==> src/rtl/bias_stream_gen_pkg.sv <==
// Shared types and helpers for the bias stream generator.
package bias_stream_gen_pkg;

  // Run control states.
  typedef enum logic [1:0] {
    ST_IDLE  = 2'd0,
    ST_RUN   = 2'd1,
    ST_DRAIN = 2'd2
  } state_t;

  // Depth of the output skid buffer; two entries cover the ROM's one-cycle latency.
  localparam int FIFO_DEPTH = 2;

  // Bits needed for a counter running 0..n-1, never less than one bit.
  function automatic int width_of(input int n);
    return (n <= 2) ? 1 : $clog2(n);
  endfunction

endpackage

==> src/rtl/bias_stream_gen_rom.sv <==
// Synchronous-read bias ROM, one word per address, one cycle of read latency.
// Contents are elaborated from init_image (word 0 in the LSBs); mem_file names
// the image the contents were generated from.
module bias_stream_gen_rom #(
  parameter int    mem_size   = 16,
  parameter int    data_width = 16,
  parameter int    addr_width = 4,
  parameter string mem_file   = "./bias.mem",
  parameter logic [mem_size*data_width-1:0] init_image = '0
) (
  input  logic                  clk,
  input  logic                  en,
  input  logic [addr_width-1:0] addr,
  output logic [data_width-1:0] q
);

  logic [data_width-1:0] words [mem_size];

  for (genvar gi = 0; gi < mem_size; gi++) begin : g_word
    assign words[gi] = init_image[gi*data_width +: data_width];
  end

  // An empty image name means the contents come purely from init_image.
  if (mem_file == "") begin : g_inline_image
  end

  // Registered read; the output holds when no read is enabled.
  always_ff @(posedge clk) begin
    if (en) begin
      q <= words[addr];
    end
  end

endmodule

==> src/rtl/bias_stream_gen.sv <==
// Streams a layer's bias vector from ROM onto an ap_fifo output, with lane
// packing, per-word repeat, frame looping and ap_start/ap_done/ap_idle control.
module bias_stream_gen
  import bias_stream_gen_pkg::*;
#(
  parameter int    N_CH        = 16,
  parameter int    LANES       = 1,
  parameter int    COEFF_WIDTH = 16,
  parameter int    REPEAT      = 1,
  parameter int    FRAMES      = 1,
  parameter string MEM_FILE    = "./bias.mem",
  parameter logic [N_CH*COEFF_WIDTH-1:0] INIT_IMAGE = '0
) (
  input  logic                         ap_clk,
  input  logic                         ap_rst,
  input  logic                         ap_start,
  output logic                         ap_done,
  output logic                         ap_idle,
  output logic [LANES*COEFF_WIDTH-1:0] output_V_din,
  input  logic                         output_V_full_n,
  output logic                         output_V_write
);

  localparam int WORDS  = N_CH / LANES;
  localparam int ADDR_W = width_of(WORDS);
  localparam int REP_W  = width_of(REPEAT);
  localparam int FRM_W  = width_of(FRAMES);
  localparam int DATA_W = LANES * COEFF_WIDTH;

  localparam logic [ADDR_W-1:0] ADDR_LAST = ADDR_W'(WORDS - 1);
  localparam logic [REP_W-1:0]  REP_LAST  = REP_W'(REPEAT - 1);
  localparam logic [FRM_W-1:0]  FRM_LAST  = FRM_W'((FRAMES == 0) ? 0 : FRAMES - 1);

  state_t state_reg, state_next;

  logic [REP_W-1:0]  rep_reg;
  logic [ADDR_W-1:0] addr_reg;
  logic [FRM_W-1:0]  frame_reg;
  logic              inflight_reg;
  logic              done_reg, done_next;

  logic [DATA_W-1:0] fifo_mem_reg [FIFO_DEPTH];
  logic              rd_ptr_reg, wr_ptr_reg;
  logic [1:0]        count_reg, count_next;
  logic [1:0]        occupancy;

  logic              rd_en, push, pop, head_valid;
  logic              rep_wrap, addr_wrap, last_read;
  logic [DATA_W-1:0] rom_q;

  bias_stream_gen_rom #(
    .mem_size   (WORDS),
    .data_width (DATA_W),
    .addr_width (ADDR_W),
    .mem_file   (MEM_FILE),
    .init_image (INIT_IMAGE)
  ) u_rom (
    .clk  (ap_clk),
    .en   (rd_en),
    .addr (addr_reg),
    .q    (rom_q)
  );

  // ROM data arrives one cycle after the read; it is pushed as soon as it is valid.
  assign push       = inflight_reg;
  assign head_valid = (count_reg != 2'd0);
  assign pop        = head_valid & output_V_full_n;

  assign output_V_write = pop;
  assign output_V_din   = head_valid ? fifo_mem_reg[rd_ptr_reg] : '0;
  assign ap_done        = done_reg;
  assign ap_idle        = (state_reg == ST_IDLE);

  assign rep_wrap  = (rep_reg == REP_LAST);
  assign addr_wrap = rep_wrap && (addr_reg == ADDR_LAST);
  assign last_read = addr_wrap && (frame_reg == FRM_LAST) && (FRAMES != 0);

  // Buffer occupancy after this edge, and words already committed to it.
  always_comb begin
    count_next = count_reg;
    unique case ({push, pop})
      2'b10:   count_next = count_reg + 2'd1;
      2'b01:   count_next = count_reg - 2'd1;
      default: count_next = count_reg;
    endcase
    occupancy = count_reg + {1'b0, inflight_reg};
  end

  // Next-state, read issue and done pulse. A read may be issued while the
  // buffer is committed full if a word leaves this same cycle, which keeps
  // one word per cycle flowing.
  always_comb begin
    state_next = state_reg;
    rd_en      = 1'b0;
    done_next  = 1'b0;
    unique case (state_reg)
      ST_IDLE: begin
        if (ap_start) begin
          state_next = ST_RUN;
        end
      end
      ST_RUN: begin
        rd_en = (occupancy < 2'd2) || pop;
        if (rd_en && last_read) begin
          state_next = ST_DRAIN;
        end
      end
      ST_DRAIN: begin
        if (!inflight_reg && (count_next == 2'd0)) begin
          state_next = ST_IDLE;
          done_next  = 1'b1;
        end
      end
      default: state_next = ST_IDLE;
    endcase
  end

  // State and done pulse registers.
  always_ff @(posedge ap_clk) begin
    if (ap_rst) begin
      state_reg <= ST_IDLE;
      done_reg  <= 1'b0;
    end else begin
      state_reg <= state_next;
      done_reg  <= done_next;
    end
  end

  // Repeat, address and frame counters step once per issued read.
  always_ff @(posedge ap_clk) begin
    if (ap_rst) begin
      rep_reg      <= '0;
      addr_reg     <= '0;
      frame_reg    <= '0;
      inflight_reg <= 1'b0;
    end else begin
      inflight_reg <= rd_en;
      if (rd_en) begin
        rep_reg <= rep_wrap ? '0 : rep_reg + 1'b1;
        if (rep_wrap) begin
          addr_reg <= (addr_reg == ADDR_LAST) ? '0 : addr_reg + 1'b1;
        end
        if (addr_wrap) begin
          frame_reg <= (frame_reg == FRM_LAST) ? '0 : frame_reg + 1'b1;
        end
      end
    end
  end

  // Skid buffer pointers and occupancy.
  always_ff @(posedge ap_clk) begin
    if (ap_rst) begin
      rd_ptr_reg <= 1'b0;
      wr_ptr_reg <= 1'b0;
      count_reg  <= 2'd0;
    end else begin
      count_reg <= count_next;
      if (push) begin
        wr_ptr_reg <= ~wr_ptr_reg;
      end
      if (pop) begin
        rd_ptr_reg <= ~rd_ptr_reg;
      end
    end
  end

  // Skid buffer storage; contents are don't-care while the entry is empty.
  always_ff @(posedge ap_clk) begin
    if (push) begin
      fifo_mem_reg[wr_ptr_reg] <= rom_q;
    end
  end

endmodule

==> config.mk <==
export PLATFORM = sky130hd
export DESIGN_NAME = bias_stream_gen
export DESIGN_NICKNAME = d
export VERILOG_FILES = /design/src/rtl/bias_stream_gen_pkg.sv /design/src/rtl/bias_stream_gen_rom.sv /design/src/rtl/bias_stream_gen.sv
export SDC_FILE = /design/constraint.sdc
export NUM_CORES = 1
export LEC_CHECK = 0
export ABC_CLOCK_PERIOD_IN_PS = 4550
export CORE_MARGIN = 10
export CORE_UTILIZATION = 50
export DETAILED_ROUTE_END_ITERATION = 10
export GPL_ROUTABILITY_DRIVEN = 1
export MAX_ROUTING_LAYER = met4
export PLACE_DENSITY = 0.73
export SLEW_MARGIN = 25
export SYNTH_ARGS = -nofsm -noshare
export SYNTH_HDL_FRONTEND = slang
export SYNTH_HIERARCHICAL = 1
export SYNTH_SLANG_ARGS = --single-unit
==> constraint.sdc <==
create_clock -name ap_clk -period 4.55 [get_ports ap_clk]
set_input_delay 1.365 -clock ap_clk [delete_from_list [all_inputs] [get_ports ap_clk]]
set_output_delay 1.365 -clock ap_clk [all_outputs]
set_load 0.05 [all_outputs]
* Word-level counts from Yosys, hierarchy flattened
Memories as Yosys holds them, arrays and structs flattened. A register that Yosys moved wholly into a read port is not among the register bits.
Index checks and enable logic that the tools add are counted.
** Storage, ports and cells
- Logic and storage cells :: 61
- Bits in latches :: 0
- Output and inout bits :: 19
- Memory bits (writable) :: 32
- Memories :: 2
- ROM bits :: 256
- Input port bits :: 4
- Bits in registers :: 14
** Memory list
- (name not given) :: depth 16, width 16, read ports 1, clocked after Yosys merged registers in 1, write ports 0, RTL line bias_stream_gen_rom.sv:30 : q <= words[addr];
- fifo_mem_reg :: depth 2, width 16, read ports 1, clocked after Yosys merged registers in 1, write ports 1, RTL line bias_stream_gen.sv:42 : logic [DATA_W-1:0] fifo_mem_reg [FIFO_DEPTH];
** Cells by class
- Bitwise operators :: 7
- Eq/ne operators :: 8
- Order comparisons :: 1
- Reductions and logical operators :: 13
- Multiply operators :: 0
- Multiplexer cells :: 15
- $add $sub $neg :: 6
- Divide/modulo/power cells :: 0
- Shifts and indexed selects :: 0
** Operators with widths (number)
- 16-bit 2-to-1 mux :: 1
- 1-bit 2-to-1 mux :: 8
- 2-bit 2-to-1 mux :: 3
- 2-bit != test, second input constant :: 3
- 2-bit one-hot mux with 3 select lines :: 1
- 1-bit inverter :: 5
- 4-bit inverter with 5-bit output :: 1
- 4-bit by 1-bit adder with 4-bit output, second input constant :: 1
- 2-bit by 1-bit equality test with 1-bit output, second input constant :: 2
- 2-bit equality test, second input constant :: 2
- 4-bit equality test, second input constant :: 1
- 1-bit logical AND :: 4
- 2-bit logical NOT :: 2
- 4-bit 2-to-1 mux :: 1
- 2-bit one-hot mux with 2 select lines :: 1
- 2-bit AND reduction :: 2
- 3-bit AND reduction :: 1
- 1-bit adder, second input constant :: 2
- 2-bit by 1-bit adder with 2-bit output :: 1
- 2-bit by 1-bit adder with 2-bit output, second input constant :: 1
- 2-bit less-than comparator, second input constant :: 1
- 2-bit nonzero test :: 1
- 2-bit OR reduction :: 1
- 2-bit by 1-bit subtractor with 2-bit output, second input constant :: 1
- 3 further kinds :: 3

* Logic depth before layout (Yosys ltp)
Gate-level depths: netlist of the first run.
- Depth in word-level cells :: 8
- Mapped depth :: 7
- Gate-level depth less buffers :: 7

* Cells and area by module
Netlist of the first run, hierarchy kept.
** Modules (own cells, without submodules)
- bias_stream_gen :: times used 1, area an instance 1816.7 µm², sequential area each 1221.2 µm², cells each 132
- bias_stream_gen_rom :: times used 1, area an instance 123.9 µm², sequential area each 0.0 µm², cells each 17

* Worst setup path after synthesis of the first run
Ideal clock, no wire load.
- Path type :: input to output
- Start :: in output_V_full_n
- End :: out output_V_write
- Required time :: 3.185 ns
- Path buffers :: 0
- Setup slack :: 1.019 ns
- Arrival :: 2.166 ns
- Cell stages on the path :: 1
- Cells stage by stage :: nor2b_1
** Between the ends
- Longest elaborated chain between the ends :: 1
** Ends and longest elaborated chain
- start, declared :: RTL line bias_stream_gen.sv:20 : input logic output_V_full_n,
- 1-bit bitwise AND :: RTL line bias_stream_gen.sv:67 : assign pop = head_valid & output_V_full_n;
- end, declared :: RTL line bias_stream_gen.sv:21 : output logic output_V_write
No other way between the ends.

* Final worst setup path of the first run
Same ends and word-level chain as after synthesis.

==> results of run 1 <==
==> per-stage QoR <==
| step | std cells | hold slack, ns | total power, mW |
|---|---|---|---|
| 2_1_floorplan | 164 | 0.479 | 0.658 |
| 3_3_place_gp | 215 | 0.501 | 0.712 |
| 3_5_place_dp | 215 | 0.532 | 0.719 |
| 4_1_cts | 223 | 0.549 | 0.940 |
| 5_1_grt | 223 | 0.592 | 0.976 |
| 6_report | 223 | 0.544 | 0.931 |
==> per-layer routing <==
layer	track usage, %	vias to the layer above	wire length [um]
met1	9.41	520	1180
met5	-	-	0
met2	15.8	22	1460
met4	4.76	0	55
li1	-	543	-
met3	2.92	6	164
==> cell families (layout without fill, tap and decap cells) <==
| family | Yosys count | after routing |
|---|---|---|
| adder cells (fa/ha/maj) | 2 | 2 |
| flip-flops | 45 | 45 |
| other | 1 | 16 |
| AND/OR/NAND/NOR | 44 | 44 |
| XOR/XNOR | 5 | 5 |
| multiplexers | 17 | 17 |
| AO/OA/AOI/OAI | 13 | 13 |
| buffers and inverters | 22 | 33 |
==> worst paths after layout <==
kind / to / depth (start not counted)
setup / recovery: output_V_write / 3
hold reg to reg: state_reg[1] / 2
hold / removal: state_reg[1] / 2
setup reg to reg: state_reg[1] / 7
==> final cells by class <==
class	instances	area, um2	area share [%]
flip-flops and latches	45	1220	54.8
inverters	2	7.51	0.337
clock buffers	5	68.8	3.09
well taps	48	60.1	2.69
clock inverters	3	12.5	0.561
repair buffers	23	225	10.1
multi-input cells	97	634	28.5
==> worst max-delay path: stages <==
cell             delay, ns
clkdlybuf4s50_1       0.49
nor2b_1               0.26
buf_4                 0.25
==> power groups by stage <==
stage	Sequential [mW]	Clock, mW	Combinational (mW)
after floorplan	0.475	0	0.182
after global placement	0.488	0	0.225
after detailed placement	0.490	0	0.230
after CTS	0.480	0.228	0.232
after global routing	0.482	0.251	0.242
final	0.480	0.223	0.228
==> cell usage in the layout, fill, tap and decap left out, drive strengths merged, types with 3 or more instances in the layout <==
cell type      synthesis  final
clkinv                 0      3
nor2                  25     25
xnor2                  3      3
conb                   1     16
nor2b                  7      7
edfxtp                32     32
dfxtp                 13     13
a21oi                  3      3
clkbuf                 3      5
clkdlybuf4s50          0     21
o21ai                  3      3
mux2i                 17     17
==> metrics.csv, run 1 <==
metric,value,unit
status,completed,
io_pins,23,
path_max_fanout,3,
post-place-ws,0.807,ns
synth-warning-count,6,
rsz0062_at_grt,no,
die_area,6770,um2
crit_start,output_V_full_n,
reg2reg_slack,2.22,ns
rows,22,
synth_common_cells,"edfxtp_1, nor2_1, mux2i_1",
worstMarginPinSlew,0.931,ns
post_cts_buffers,0,
clkTransAtPathRegs,0.07,ns
dp_hpwl,2040,um
wl,2860,um
synth.area.top_cells,"edfxtp_1, dfxtp_1, mux2i_1, buf_4, nor2_1",
worst_slack,0.814,ns
p_comb_share,24.5,%
fmax,268,MHz
p_leak,0.769,nW
synthCells,149,
setup-violations-final,0,
grt_pass1_vias,1126,
synthXorXnorAreaFrac,2.26,%
hp-start,addr_reg[3],
postCtsHoldBufs,0,
seqPwrFrac,51.6,%
via_per_inst,4.89,
grt-ovfl-total,0,
place.gp.congestion,0.755,
syn_area_per_cell,13.0,um2
p_per_area,417,nW/um2
placed_cell_area,2150,um2
antenna_found_initial,0,
tritoncts,built,
synth_top_area_share,49.5,%
die-width,82.3,um
cts-root-buf,clkbuf_8,
num_vias,1091,
drt_iter0_drc,95,
fin_util,60.0,%
cts_buffers,5,
power.share.switching,31.1,%
hold_path_class,reg -> reg,
rr_startpoint,count_reg[1],
synth_top_family_by_area,simple AND/OR/NAND/NOR gates,
p_switching,289,uW
largest_reg_flops,32,
critPathKind,in -> out,
clockBufferDepth,2,
grt_usage,9.28,%
yosys_register_bits,45,
n_antenna_cell,0,
arrival,2.37,ns
yosysTopAreaCell,edfxtp_1,
synth_edf_count,32,
fp.dieH,82.3,um
fin_worst_skew,0.00355,ns
ys_async_sr_fraction,0,%
coreArea,3720,um2
fin_nets,180,
post-route-min-period,3.74,ns
hold_viol_final,0,
required,3.18,ns
netlist_area,1940,um2
synthFlopType,edfxtp_1,
ys_types,30,
p_clk_share,23.9,%
post_drt_wl_per_cell,12.8,um
synth-seq-area-share,62.9,%
cts.sink_count,45,
muxShareOfSynthArea,8.77,%
io_buffer_count,22,
synth-compound-area-share,5.61,%
synthSimpleGateAreaFrac,11.5,%
maxCapViolations,0,
start_kind,primary input,
synth_fa_ha_area_share,1.29,%
cts-resized-gates,0,
vdd_ir_drop_max,0.000203,V
p_int,642,uW
grt_pass1_wl,4710,um
setup_tns,0,ns
finalCritPeriodShare,82.1,%
initial_core_util,52.2,%
critPathCaptureType,primary output,
ant_nets,0,
n_fill_cell,312,
area_delta_synth_final,14.9,%
grt_max_degree,19,
route.detailed.drc,0,
cts_htree_levels,2,
firstDrtPassIters,4,
yosysMostFrequentCell,edfxtp_1,
drv_slew,0,
layout-drive-gt1-share,6.86,%
final_cell_area,2230,um2
worst_skew_pair.late_latency,0.29,ns
relSlewSlack,37.9,%
No activity file was read; power rests on OpenSTA's default activity.
==> run 2: changes to the inputs <==
--- a/config.mk
+++ b/config.mk
@@ -5,13 +5,13 @@
 export SDC_FILE = /design/constraint.sdc
 export NUM_CORES = 1
 export LEC_CHECK = 0
-export ABC_CLOCK_PERIOD_IN_PS = 4550
+export ABC_CLOCK_PERIOD_IN_PS = 3000
 export CORE_MARGIN = 10
 export CORE_UTILIZATION = 50
 export DETAILED_ROUTE_END_ITERATION = 10
 export GPL_ROUTABILITY_DRIVEN = 1
 export MAX_ROUTING_LAYER = met4
-export PLACE_DENSITY = 0.73
+export PLACE_DENSITY = 0.75
 export SLEW_MARGIN = 25
 export SYNTH_ARGS = -nofsm -noshare
 export SYNTH_HDL_FRONTEND = slang
==> constraint.sdc (replaced) <==
create_clock -name ap_clk -period 3 [get_ports ap_clk]
set_input_delay 0.9 -clock ap_clk [delete_from_list [all_inputs] [get_ports ap_clk]]
set_output_delay 0.9 -clock ap_clk [all_outputs]
set_load 0.05 [all_outputs]
==> metrics.csv, run 2 (synthesis gave the netlist of run 1 again) <==
metric,value,unit
wl,2870,um
hold_path_class,reg -> reg,
drv_slew,0,
multi_input_area,632,um2
total_power,1.59,mW
place.gp.congestion,0.773,
largest_reg_flops,32,
required,2.10,ns
area_delta_synth_final,17.2,%
seq_area,1220,um2
route.met3.wl,163,um
setup_tns,0,ns
hp-start,addr_reg[1],
r2r_cells,8,
rows,22,
grt_max_degree,18,
dp_hpwl,2030,um
n_fill_cell,290,
start_kind,primary input,
placed_cells,218,
post_drt_wl_per_cell,12.7,um
grt_pass1_vias,1088,
finalCritPeriodShare,91.3,%
worst_hold_path.endpoint,addr_reg[1],
worstMarginPinSlew,0.707,ns
fin_worst_skew,0.00211,ns
setup-violations-final,0,
final_cell_mix,"edfxtp_1, nor2_1, buf_4, mux2i_1, conb_1",
grt_pass1_wl,4780,um
cts-root-buf,clkbuf_8,
coreArea,3720,um2
maxCapViolations,0,
p_leak,0.841,nW
critPathCaptureType,primary output,
post_cts_buffers,0,
cts_buffers,5,
initial_core_util,52.2,%
final_common_cell,edfxtp_1,
firstDrtPassIters,2,
top_layer_used,met4,
clockBufferDepth,2,
status,completed,
cts_htree_levels,2,
grt-ovfl-total,0,
route.met2.wl,1480,um
instances_no_fill,226,
rr_startpoint,count_reg[0],
p_per_area,700,nW/um2
tritoncts,built,
holdWs,0.529,ns
num_vias,1104,
critPathKind,in -> out,
io_buffer_count,22,
die_area,6770,um2
io_pins,23,
ant_nets,0,
reg2reg_to,state_reg[1],
cts.sink_count,45,
drt_iter0_drc,62,
worst_skew_pair.late_latency,0.28,ns
whs_path_depth,2,
die-width,82.3,um
cts-resized-gates,0,
met1Wirelength,1190,um
postCtsHoldBufs,0,
fin_nets,183,
layout-drive-gt1-share,18.0,%
via_per_inst,4.88,
clkTransAtPathRegs,0.08,ns
fin_util,61.2,%
fp.dieH,82.3,um
antenna_found_initial,0,
reg2reg_slack,1.08,ns
rsz0062_at_grt,no,
fmax,365,MHz
route.detailed.drc,0,
n_antenna_cell,0,
post-route-min-period,2.74,ns
vdd_ir_drop_max,0.000353,V
hold_viol_final,0,
relSlewSlack,52.9,%
arrival,1.84,ns
grt_usage,9.40,%
path_max_fanout,3,
run 2: cell types whose count changed in the layout (fill, tap and decap cells not counted), sizes merged:
cell	before	now
bufinv	0	2
buf	2	21
clkinv	3	1
clkdlybuf4s50	21	5
run 2: area by class of cell:
| type | instances | share of cell area, % |
|---|---|---|
| clock inverters | 3 | 2.86 |
| multi-input cells | 97 | 27.8 |
| well taps | 48 | 2.64 |
| repair buffers | 26 | 9.68 |
| inverters | 2 | 0.330 |
| flip-flops and latches | 45 | 53.7 |
| clock buffers | 5 | 3.03 |
run 2: worst max path at each step:
| stage | start | slack [ns] | end | depth (start not counted) |
|---|---|---|---|---|
| floorplan | output_V_full_n | 0.29 | state_reg[1] | 6 |
| global placement | output_V_full_n | 0.28 | output_V_write | 3 |
| detailed placement | output_V_full_n | 0.19 | state_reg[1] | 8 |
| CTS | output_V_full_n | 0.24 | output_V_write | 3 |
| global route | output_V_full_n | 0.18 | output_V_write | 3 |
| finish | output_V_full_n | 0.26 | output_V_write | 3 |
run 2: report_power, final:
part           internal [mW]  leakage (nW)  total [mW]  switching (mW)
sequential             0.694         0.398       0.711          0.0170
clock                  0.331        0.0681       0.518           0.188
combinational          0.122         0.375       0.362           0.240
run 2: routing by layer:
layer	vias up	track usage (%)
met5	-	-
met4	0	3.23
met1	528	9.62
met3	4	3.46
li1	552	-
met2	20	16.3
run 2: critical path, stage by stage:
cell             delay [ns]
clkdlybuf4s50_1        0.48
nor2b_1                0.27
buf_12                 0.18
run 2: stage by stage:
stage | setup WS (ns) | area, um2
2_1_floorplan | 0.291 | 2000
3_3_place_gp | 0.277 | 2140
3_5_place_dp | 0.185 | 2140
4_1_cts | 0.242 | 2270
5_1_grt | 0.182 | 2270
6_report | 0.262 | 2270
==> run 3: changes to the inputs <==
--- a/config.mk
+++ b/config.mk
@@ -5,7 +5,7 @@
 export SDC_FILE = /design/constraint.sdc
 export NUM_CORES = 1
 export LEC_CHECK = 0
-export ABC_CLOCK_PERIOD_IN_PS = 3000
+export ABC_CLOCK_PERIOD_IN_PS = 2400
 export CORE_MARGIN = 10
 export CORE_UTILIZATION = 50
 export DETAILED_ROUTE_END_ITERATION = 10
==> constraint.sdc (replaced) <==
create_clock -name ap_clk -period 2.4 [get_ports ap_clk]
set_input_delay 0.72 -clock ap_clk [delete_from_list [all_inputs] [get_ports ap_clk]]
set_output_delay 0.72 -clock ap_clk [all_outputs]
set_load 0.05 [all_outputs]
==> metrics.csv, run 3 (synthesis gave the netlist of run 1 again) <==
metric,value,unit
coreArea,3720,um2
die_area,6770,um2
critPathCaptureType,primary output,
grt-ovfl-total,0,
initial_core_util,52.2,%
p_per_area,803,nW/um2
finalCritPeriodShare,95.8,%
dp_hpwl,2130,um
wl,3080,um
worst_skew_pair.late_latency,0.29,ns
path_cells,"clkdlybuf4s50_1, nor2b_4, buf_12",
total_power,1.79,mW
cts_buffers,5,
fmax,435,MHz
num_vias,1107,
post-place-ws,-0.0578,ns
status,completed,
final_cell_mix,"edfxtp_1, nor2_1, buf_4, mux2i_1, conb_1",
largest_reg_flops,32,
critPathKind,in -> out,
path_max_fanout,3,
ant_nets,0,
clockBufferDepth,2,
place.gp.congestion,0.804,
drt_iter0_drc,55,
relSlewSlack,50.8,%
tritoncts,built,
setup-violations-final,0,
p_leak,0.811,nW
drv_slew,0,
final_common_cell,edfxtp_1,
layout-drive-gt1-share,16.9,%
cts_htree_levels,2,
n_antenna_cell,0,
antenna_found_initial,0,
firstDrtPassIters,4,
cts-root-buf,clkbuf_8,
post_cts_buffers,0,
rows,22,
grt_pass1_wl,4970,um
hold_path_class,reg -> reg,
arrival,1.58,ns
cp_slowest_stage_delay,0.50,ns
via_per_inst,4.92,
fin_nets,182,
die-width,82.3,um
vdd_ir_drop_max,0.000369,V
area_delta_synth_final,14.6,%
hold_viol_final,0,
post_drt_wl_per_cell,13.7,um
cpMaxStageDelayCell,clkdlybuf4s50_1,
route.detailed.drc,0,
post-route-min-period,2.30,ns
rsz0062_at_grt,no,
start_kind,primary input,
fp.dieH,82.3,um
io_pins,23,
clkTransAtPathRegs,0.07,ns
grt_pass1_vias,1118,
worst_slack,0.100,ns
io_buffer_count,22,
fin_worst_skew,0.00447,ns
cts.sink_count,45,
required,1.68,ns
grt_usage,10.1,%
worstMarginPinSlew,0.738,ns
grt_max_degree,19,
maxCapViolations,0,
run 3: where the power goes:
group | switching (mW) | internal (mW)
logic | 0.306 | 0.152
registers | 0.0211 | 0.868
clock network | 0.234 | 0.206
run 3: routing by layer:
layer  global-route usage (%)  wire [um]  vias to the layer above
met1                     9.66       1160                      532
met4                     5.27         38                        0
met3                     3.78        194                        6
met2                     17.4       1690                       20
met5                        -          0                        -
li1                         -          -                      549
run 3: area by class of cell:
| type | count | area [um2] |
|---|---|---|
| multi-input cells | 97 | 639 |
| well taps | 48 | 60.1 |
| repair buffers | 25 | 213 |
| fillers | 320 | 1490 |
| flip-flops and latches | 45 | 1220 |
| clock inverters | 1 | 7.51 |
| inverters | 2 | 7.51 |
| clock buffers | 7 | 76.3 |
run 3: final timing paths:
kind	start	end	slack, ns	cells after the start
setup / recovery	output_V_full_n	output_V_write	0.10	3
hold / removal	rd_ptr_reg	flip-flop	0.53	2
setup reg to reg	count_reg[0]	state_reg[1]	0.52	8
hold reg to reg	rd_ptr_reg	flip-flop	0.53	2
run 3: stage by stage:
stage | utilization [%] | hold slack, ns | setup TNS [ns] | std cells | area, um2
2_1_floorplan | - | 0.479 | 0 | 164 | 2000
3_3_place_gp | 57.5 | 0.502 | 0 | 217 | 2140
3_5_place_dp | 57.5 | 0.515 | -0.107 | 217 | 2140
4_1_cts | 59.7 | 0.533 | 0 | 225 | 2220
5_1_grt | 59.9 | 0.587 | 0 | 225 | 2220
6_report | 59.9 | 0.529 | 0 | 225 | 2220
run 3: repair_timing:
action | 4_1_cts | 5_1_grt
endpoints found under the hold margin | 0 | 0
hold buffers | 0 | 0
setup endpoints to repair | 0 | 1
gates resized for setup | 0 | 1
run 3: worst max-delay path: cells and delay by family:
kind / cells / cell delay, ns
and+or+nand+nor: 1 / 0.21
buffers and inverters: 2 / 0.65
